File: src/rtl/arb_mux4x1_4bits_if.sv
// Shared-bus interface of the 4-requester arbiter/mux: request lines, requester
// nibbles and the registered grant/select/data/valid results.
interface arb_mux4x1_4bits_if;
    logic [3:0] REQ;
    logic [3:0] ENT0;
    logic [3:0] ENT1;
    logic [3:0] ENT2;
    logic [3:0] ENT3;
    logic [3:0] GNT;
    logic [1:0] SEL;
    logic [3:0] saida;
    logic       VALID;

    modport master (
        output REQ, ENT0, ENT1, ENT2, ENT3,
        input  GNT, SEL, saida, VALID
    );

    modport slave (
        input  REQ, ENT0, ENT1, ENT2, ENT3,
        output GNT, SEL, saida, VALID
    );
endinterface

File: src/rtl/arb_mux4x1_4bits.sv
// Round-robin arbiter sharing a 4-bit 4:1 mux between four requesters, bursts
// bounded by MAX_BEATS. Define ARB_FIXED_PRIO_EN for fixed priority (0 highest).
module arb_mux4x1_4bits #(
    parameter int unsigned MAX_BEATS = 32'd8
) (
    input  logic               CLK,
    input  logic               RST,
    arb_mux4x1_4bits_if.slave  bus
);
    localparam int p_SEL = 2;
    localparam int p_ent = 4;
    localparam logic [7:0] LIMIT = 8'(MAX_BEATS - 32'd1);

    typedef enum logic [0:0] {
        IDLE = 1'b0,
        BUSY = 1'b1
    } state_t;

    state_t           state_r, state_s;
    logic [7:0]       cnt_r, cnt_s;
    logic [3:0]       gnt_r, gnt_s;
    logic [p_SEL-1:0] sel_r, sel_s;
    logic [p_ent-1:0] saida_r, saida_s;
    logic             valid_r, valid_s;
    logic [p_ent-1:0] mux_s;
    logic [1:0]       base_s;
    logic [2:0]       pick_s;
    logic             beat_s;
`ifndef ARB_FIXED_PRIO_EN
    logic [1:0]       last_r, last_s;
`endif

    // Search base+1, base+2, base+3, base (mod 4); returns {found, index}.
    function automatic logic [2:0] rr_pick(input logic [3:0] req, input logic [1:0] base);
        logic [2:0] res;
        logic [1:0] idx;
        res = 3'b000;
        for (int k = 4; k >= 1; k--) begin
            idx = base + 2'(k);
            if (req[idx]) begin
                res = {1'b1, idx};
            end else begin
                res = res;
            end
        end
        return res;
    endfunction

    // Data path mux selected by the registered winner index.
    always_comb begin
        mux_s = 4'h0;
        case (sel_r)
            2'd0:    mux_s = bus.ENT0;
            2'd1:    mux_s = bus.ENT1;
            2'd2:    mux_s = bus.ENT2;
            2'd3:    mux_s = bus.ENT3;
            default: mux_s = 4'h0;
        endcase
    end

    // Arbitration: base 3 means plain 0..3 order; otherwise start after LAST or the current winner.
    always_comb begin
        base_s = 2'd3;
`ifndef ARB_FIXED_PRIO_EN
        if (state_r == BUSY) begin
            base_s = sel_r;
        end else begin
            base_s = last_r;
        end
`endif
        pick_s = rr_pick(bus.REQ, base_s);
    end

    // Next-state, grant, beat and release decisions.
    always_comb begin
        state_s = state_r;
        cnt_s   = cnt_r;
        gnt_s   = gnt_r;
        sel_s   = sel_r;
        saida_s = saida_r;
        valid_s = 1'b0;
        beat_s  = 1'b0;
`ifndef ARB_FIXED_PRIO_EN
        last_s  = last_r;
`endif
        case (state_r)
            IDLE: begin
                if (pick_s[2]) begin
                    state_s = BUSY;
                    gnt_s   = 4'b0001 << pick_s[1:0];
                    sel_s   = pick_s[1:0];
                    cnt_s   = 8'd0;
                end else begin
                    gnt_s   = 4'b0000;
                end
            end
            BUSY: begin
                beat_s = bus.REQ[sel_r];
                if (beat_s) begin
                    valid_s = 1'b1;
                    saida_s = mux_s;
                end else begin
                    valid_s = 1'b0;
                end
                // A dropped request or an exhausted budget hands the bus on without a bubble.
                if (!beat_s || (cnt_r == LIMIT)) begin
`ifndef ARB_FIXED_PRIO_EN
                    last_s = sel_r;
`endif
                    if (pick_s[2]) begin
                        state_s = BUSY;
                        gnt_s   = 4'b0001 << pick_s[1:0];
                        sel_s   = pick_s[1:0];
                        cnt_s   = 8'd0;
                    end else begin
                        state_s = IDLE;
                        gnt_s   = 4'b0000;
                        cnt_s   = 8'd0;
                    end
                end else begin
                    cnt_s = cnt_r + 8'd1;
                end
            end
            default: begin
                state_s = IDLE;
                gnt_s   = 4'b0000;
                cnt_s   = 8'd0;
            end
        endcase
    end

    // State and output registers with synchronous reset.
    always_ff @(posedge CLK) begin
        if (RST) begin
            state_r <= IDLE;
            cnt_r   <= 8'd0;
            gnt_r   <= 4'b0000;
            sel_r   <= 2'd0;
            saida_r <= 4'h0;
            valid_r <= 1'b0;
`ifndef ARB_FIXED_PRIO_EN
            last_r  <= 2'd3;
`endif
        end else begin
            state_r <= state_s;
            cnt_r   <= cnt_s;
            gnt_r   <= gnt_s;
            sel_r   <= sel_s;
            saida_r <= saida_s;
            valid_r <= valid_s;
`ifndef ARB_FIXED_PRIO_EN
            last_r  <= last_s;
`endif
        end
    end

    assign bus.GNT   = gnt_r;
    assign bus.SEL   = sel_r;
    assign bus.saida = saida_r;
    assign bus.VALID = valid_r;
endmodule

File: src/flat_wrapper.sv
// flat-port wrapper written by rule: the top's interface ports become plain ports
module arb_mux4x1_4bits_flat 
#(
    parameter int unsigned MAX_BEATS = 32'd8
)
  (CLK, RST, bus_REQ, bus_ENT0, bus_ENT1, bus_ENT2, bus_ENT3, bus_GNT, bus_SEL, bus_saida, bus_VALID);
  arb_mux4x1_4bits_if bus_i ();
  input  logic CLK;
  input  logic RST;
  input wire logic [$bits(bus_i.REQ)-1:0] bus_REQ;
  input wire logic [$bits(bus_i.ENT0)-1:0] bus_ENT0;
  input wire logic [$bits(bus_i.ENT1)-1:0] bus_ENT1;
  input wire logic [$bits(bus_i.ENT2)-1:0] bus_ENT2;
  input wire logic [$bits(bus_i.ENT3)-1:0] bus_ENT3;
  output wire logic [$bits(bus_i.GNT)-1:0] bus_GNT;
  output wire logic [$bits(bus_i.SEL)-1:0] bus_SEL;
  output wire logic [$bits(bus_i.saida)-1:0] bus_saida;
  output wire logic [$bits(bus_i.VALID)-1:0] bus_VALID;
  assign bus_i.REQ = bus_REQ;
  assign bus_i.ENT0 = bus_ENT0;
  assign bus_i.ENT1 = bus_ENT1;
  assign bus_i.ENT2 = bus_ENT2;
  assign bus_i.ENT3 = bus_ENT3;
  assign bus_GNT = bus_i.GNT;
  assign bus_SEL = bus_i.SEL;
  assign bus_saida = bus_i.saida;
  assign bus_VALID = bus_i.VALID;
  arb_mux4x1_4bits #(.MAX_BEATS(MAX_BEATS)) u_core (.CLK(CLK), .RST(RST), .bus(bus_i));
endmodule
File: config.mk
export PLATFORM = sky130hd
export DESIGN_NAME = arb_mux4x1_4bits_flat
export DESIGN_NICKNAME = d
export VERILOG_FILES = /design/src/rtl/arb_mux4x1_4bits_if.sv /design/src/rtl/arb_mux4x1_4bits.sv /design/src/flat_wrapper.sv
export SDC_FILE = /design/constraint.sdc
export NUM_CORES = 1
export LEC_CHECK = 0
export ABC_AREA = 1
export ABC_CLOCK_PERIOD_IN_PS = 2850
export CAP_MARGIN = 5
export CORE_MARGIN = 2
export CORE_UTILIZATION = 35
export DETAILED_ROUTE_END_ITERATION = 10
export DONT_BUFFER_PORTS = 1
export PLACE_DENSITY = 0.51
export SYNTH_ARGS = -nofsm -noshare
export SYNTH_HDL_FRONTEND = slang
export SYNTH_SLANG_ARGS = --single-unit
File: constraint.sdc
create_clock -name CLK -period 2.85 [get_ports CLK]
set_input_delay 0.4275 -clock CLK [delete_from_list [all_inputs] [get_ports CLK]]
set_output_delay 0.4275 -clock CLK [all_outputs]
set_load 0.1 [all_outputs]
==> flow_summary.html <==
<table>
<tr><th>Metric</th><th>Value</th></tr>
<tr><th colspan="2">Run status</th></tr>
<tr><td>Result of the run</td><td>completed</td></tr>
<tr><th colspan="2">Critical path</th></tr>
<tr><td>Highest net fanout along the worst path</td><td>8</td></tr>
<tr><td>Worst Path Buf+Inv</td><td>1</td></tr>
<tr><td>Critical-path cell list</td><td>buf_4 -&gt; nand2_2 -&gt; nand2_4 -&gt; nand2_1 -&gt; nand2_1 -&gt; nand3_1 -&gt; nand3_1 -&gt; nand2_1 -&gt; nor2_1 -&gt; nand2_1 -&gt; a21oi_1</td></tr>
<tr><td>Critical R2R Capture</td><td>u_core.bus.GNT[0]</td></tr>
<tr><td>Slowest stage delay, CP</td><td>400 ps</td></tr>
<tr><td>Top Family by Delay on Critical Path</td><td>simple AND/OR/NAND/NOR gates</td></tr>
<tr><td>Worst setup EP type</td><td>flip-flop</td></tr>
<tr><td>Arrival time at the worst endpoint</td><td>2210 ps</td></tr>
<tr><td>Cell mode on critical path</td><td>sky130_fd_sc_hd__nand2_1</td></tr>
<tr><td>WP data required</td><td>3040 ps</td></tr>
<tr><td>Start of the worst register-to-register path</td><td>u_core.bus.SEL[0]</td></tr>
<tr><td>Register-to-register setup slack</td><td>840 ps</td></tr>
<tr><td>Path depth of the worst reg2reg path</td><td>11</td></tr>
<tr><td>Kind of critical path</td><td>flip-flop to flip-flop</td></tr>
<tr><td>Max stage delay cell, worst path</td><td>sky130_fd_sc_hd__dfxtp_1</td></tr>
<tr><td>Launching element type of the critical path</td><td>flip-flop</td></tr>
<tr><th colspan="2">Die</th></tr>
<tr><td>Core Area</td><td>4000 sq um</td></tr>
<tr><td>I/O pins</td><td>33</td></tr>
<tr><td>Rows</td><td>23</td></tr>
<tr><td>DIE AREA</td><td>4700 sq um</td></tr>
<tr><td>Die X-Extent</td><td>68.56 microns</td></tr>
<tr><td>Starting utilization of the core area</td><td>0.3647</td></tr>
<tr><td>Die H</td><td>68.56 microns</td></tr>
<tr><th colspan="2">Clocking</th></tr>
<tr><td>Longest Clk Path Bufs</td><td>2</td></tr>
<tr><td>Root cell of the clock tree</td><td>sky130_fd_sc_hd__clkbuf_8</td></tr>
<tr><td>Clock network latency to the later pin of the worst-skew pair</td><td>260 ps</td></tr>
<tr><td>Inserted Clock Buffers</td><td>3</td></tr>
<tr><td>CTS tree</td><td>built</td></tr>
<tr><td>Total number of H-tree levels</td><td>1</td></tr>
<tr><td>Clk pin slew, worst setup/hold paths</td><td>80 ps</td></tr>
<tr><td>Hold-fix buffers at CTS</td><td>0</td></tr>
<tr><td>Buffers inserted by post-CTS timing repair</td><td>0</td></tr>
<tr><td>Post-cts sizing count</td><td>0</td></tr>
<tr><td>Sink Count</td><td>22</td></tr>
<tr><th colspan="2">GRT</th></tr>
<tr><td>Initial antenna violation count</td><td>0</td></tr>
<tr><td>Global-route wire length before repair</td><td>5830 microns</td></tr>
<tr><td>All-Layer GR Usage</td><td>0.1651</td></tr>
<tr><td>Largest net degree at the start of global routing</td><td>19</td></tr>
<tr><td>Number of global-route vias before repair</td><td>1310</td></tr>
<tr><td>Remaining global-route overflow</td><td>0</td></tr>
<tr><th colspan="2">Final layout</th></tr>
<tr><td>Fin util</td><td>0.3857</td></tr>
<tr><td>Diode insertion count for antenna repair</td><td>0</td></tr>
<tr><td>Proportion of layout cells with a drive suffix above 1</td><td>0.1454</td></tr>
<tr><td>Layout net count</td><td>252</td></tr>
<tr><td>Area growth syn-to-layout</td><td>5.746%</td></tr>
<tr><th colspan="2">Synth</th></tr>
<tr><td>Dominant register cell in the synthesized netlist</td><td>sky130_fd_sc_hd__dfxtp_1</td></tr>
<tr><td>Asr flop ratio synth</td><td>0</td></tr>
<tr><td>Post-synth top area cell</td><td>sky130_fd_sc_hd__dfxtp_1</td></tr>
<tr><td>Register bit count reported by yosys</td><td>22</td></tr>
<tr><td>Library cell with the highest instance count after synthesis</td><td>sky130_fd_sc_hd__nand2_1</td></tr>
<tr><td>Share of Yosys cell area claimed by the top area cell type</td><td>0.3019</td></tr>
<tr><td>Mean instance size in the synthesized netlist</td><td>6.427 sq um</td></tr>
<tr><td>Top cells by instance count after synthesis</td><td>62 x sky130_fd_sc_hd__nand2_1, 26 x sky130_fd_sc_hd__inv_1, 24 x sky130_fd_sc_hd__nand3_1, 22 x sky130_fd_sc_hd__dfxtp_1, 22 x sky130_fd_sc_hd__nor2_1</td></tr>
<tr><td>Synth area leaders</td><td>sky130_fd_sc_hd__dfxtp_1 30%, sky130_fd_sc_hd__nand2_1 16%, sky130_fd_sc_hd__nand3_1 8.2%, sky130_fd_sc_hd__inv_1 6.7%, sky130_fd_sc_hd__nor2_1 5.7%</td></tr>
<tr><td>Number of enable-type register cells in the synthesized netlist</td><td>0</td></tr>
<tr><td>Part of the Yosys area used for sequential elements</td><td>0.3019</td></tr>
<tr><td>Combined area of all synthesized cells</td><td>1459 sq um</td></tr>
<tr><td>Post-synth net total</td><td>250</td></tr>
<tr><td>Number of unique standard cell types used by synthesis</td><td>30</td></tr>
<tr><td>Warnings from Yosys</td><td>0</td></tr>
<tr><td>Mapped Cells</td><td>227</td></tr>
<tr><th colspan="2">Placement</th></tr>
<tr><td>Gp weighted congestion</td><td>0.7518</td></tr>
<tr><td>Post-DP HPWL</td><td>2576 microns</td></tr>
<tr><td>Number of buffers added on ports</td><td>0</td></tr>
<tr><th colspan="2">Routing</th></tr>
<tr><td>Detail-routed via count per cell</td><td>4.870</td></tr>
<tr><td>Count of unresolved DRC violations after routing</td><td>0</td></tr>
<tr><td>Number of iterations in the first detailed-routing pass</td><td>4</td></tr>
<tr><td>Starting DRC count in detailed routing</td><td>70</td></tr>
<tr><td>Count of nets left with antenna violations after detail routing</td><td>0</td></tr>
<tr><td>Detailed Route WL</td><td>3292 microns</td></tr>
<tr><td>Average wire per standard cell</td><td>11.88 microns</td></tr>
<tr><td>Count of vias placed by the detailed router</td><td>1349</td></tr>
<tr><th colspan="2">Power</th></tr>
<tr><td>Max IR drop VDD</td><td>0.5150 mV</td></tr>
<tr><td>Pwr per Cell Area</td><td>1233 nW/um^2</td></tr>
<tr><td>Overall power after layout</td><td>1.902 mW</td></tr>
<tr><td>Leakage</td><td>0.6919 nW</td></tr>
<tr><th colspan="2">STA</th></tr>
<tr><td>Worst clock skew on the final layout</td><td>2.305 ps</td></tr>
<tr><td>Count of endpoints failing hold in the final timing report</td><td>0</td></tr>
<tr><td>Post-route clock period utilization</td><td>0.7060</td></tr>
<tr><td>Minimum clock period</td><td>2012 ps</td></tr>
<tr><td>Setup repair after global routing missed its margin</td><td>false</td></tr>
<tr><td>Final setup TNS</td><td>0 ps</td></tr>
<tr><td>Worst slew pin tran</td><td>979.0 ps</td></tr>
<tr><td>Max-slew violations</td><td>0</td></tr>
<tr><td>Setup-violating endpoint count in the final report</td><td>0</td></tr>
<tr><td>Maximum achievable frequency</td><td>0.4970 GHz</td></tr>
<tr><td>Relative max-transition margin</td><td>0.3464</td></tr>
<tr><th colspan="2">Worst hold path</th></tr>
<tr><td>Hold Path Depth</td><td>1</td></tr>
<tr><td>Class of the tightest hold or removal check</td><td>input pin to flip-flop</td></tr>
<tr><td>HP Start</td><td>RST</td></tr>
<tr><td>Min-Delay Endpoint</td><td>u_core.cnt_r[1]</td></tr>
<tr><th colspan="2">Job</th></tr>
<tr><td>Max-cap violations</td><td>0</td></tr>
</table>
==> layout make-up <==
type | count | area, sq um
repair buffers | 2 | 15.01
multi-input cells | 169 | 864.6
inverters | 31 | 118.9
flip-flops and latches | 22 | 440.4
clock buffers | 3 | 41.29
well taps | 50 | 62.56
fillers | 453 | 2457
==> layout by cell type (no fill, tap or decap), drive strengths merged <==
cell    Yosys  layout
a21oi      14      14
xor2        1       1
a31oi       1       1
o21ai      10      10
ha          1       1
nand2      77      77
a22oi       1       1
nor3        3       3
dfxtp      22      22
a221oi      3       3
nand3      25      25
o211ai      1       1
nand4       1       1
nor2       28      28
buf         4       2
o21bai      1       1
a211oi      2       2
inv        31      31
clkbuf      1       3
==> flip-flops by register name, summed over array words and instances (netlist names) <==
name	flops
u_core.bus.SEL	2
u_core.bus.VALID	1
u_core.state_r	1
u_core.bus.saida	4
u_core.bus.GNT	4
u_core.cnt_r	8
u_core.last_r	2
==> cells by family (layout without fill, tap and decap cells) <==
logic type	count (synthesis)	in the layout	share of synthesized area
and+or+nand+nor	134	134	0.4451
buffers and inverters	36	36	0.1055
AOI/OAI and AO/OA	33	33	0.1329
DFF	22	22	0.3019
adders and majority gates	1	1	0.008575
xor gates and xnor gates	1	1	0.006005
==> worst reg2reg max path, stage by stage, from the launching register on <==
cell	delay [ps]
sky130_fd_sc_hd__dfxtp_1	400
sky130_fd_sc_hd__buf_4	330
sky130_fd_sc_hd__nand2_2	190
sky130_fd_sc_hd__nand2_4	160
sky130_fd_sc_hd__nand2_1	70
sky130_fd_sc_hd__nand2_1	110
sky130_fd_sc_hd__nand3_1	90
sky130_fd_sc_hd__nand3_1	90
sky130_fd_sc_hd__nand2_1	110
sky130_fd_sc_hd__nor2_1	190
sky130_fd_sc_hd__nand2_1	90
sky130_fd_sc_hd__a21oi_1	110
==> worst max path at each step <==
stage	from	depth (start not counted)	to	slack, ps
finish	u_core.bus.SEL[0]	11	u_core.bus.GNT[0]	840
global route	u_core.bus.SEL[0]	13	u_core.bus.GNT[2]	640
CTS	u_core.bus.SEL[0]	13	u_core.bus.GNT[0]	830
detailed placement	u_core.bus.SEL[0]	13	u_core.bus.GNT[0]	860
global placement	u_core.bus.SEL[0]	13	u_core.bus.GNT[0]	860
floorplan	u_core.bus.SEL[0]	13	u_core.bus.GNT[2]	570
==> metrics by stage <==
step | worst slack, ps | cells | hold WS (ps) | area, sq um
3_3_place_gp | 861.3 | 274 | 440.7 | 1501
5_1_grt | 636.1 | 277 | 208.0 | 1543
6_report | 837.9 | 277 | 228.9 | 1543
3_5_place_dp | 858.6 | 274 | 452.5 | 1501
4_1_cts | 827.7 | 277 | 220.1 | 1543
2_1_floorplan | 572.4 | 227 | 438.9 | 1459
==> report_power, final <==
| part | internal (mW) | switching, mW |
|---|---|---|
| sequential | 0.378 | 0.339 |
| clock | 0.0942 | 0.0975 |
| combinational | 0.310 | 0.684 |
==> layer usage <==
layer  GRT usage  up-vias  routed length, microns
met1      0.2241      589                    1641
met2      0.2608       26                    1470
met4     0.05000        0                      35
met3     0.03571        4                     144
li1            -      730                       -
met5           0        -                       0
Power figures use the tool's default switching activity.
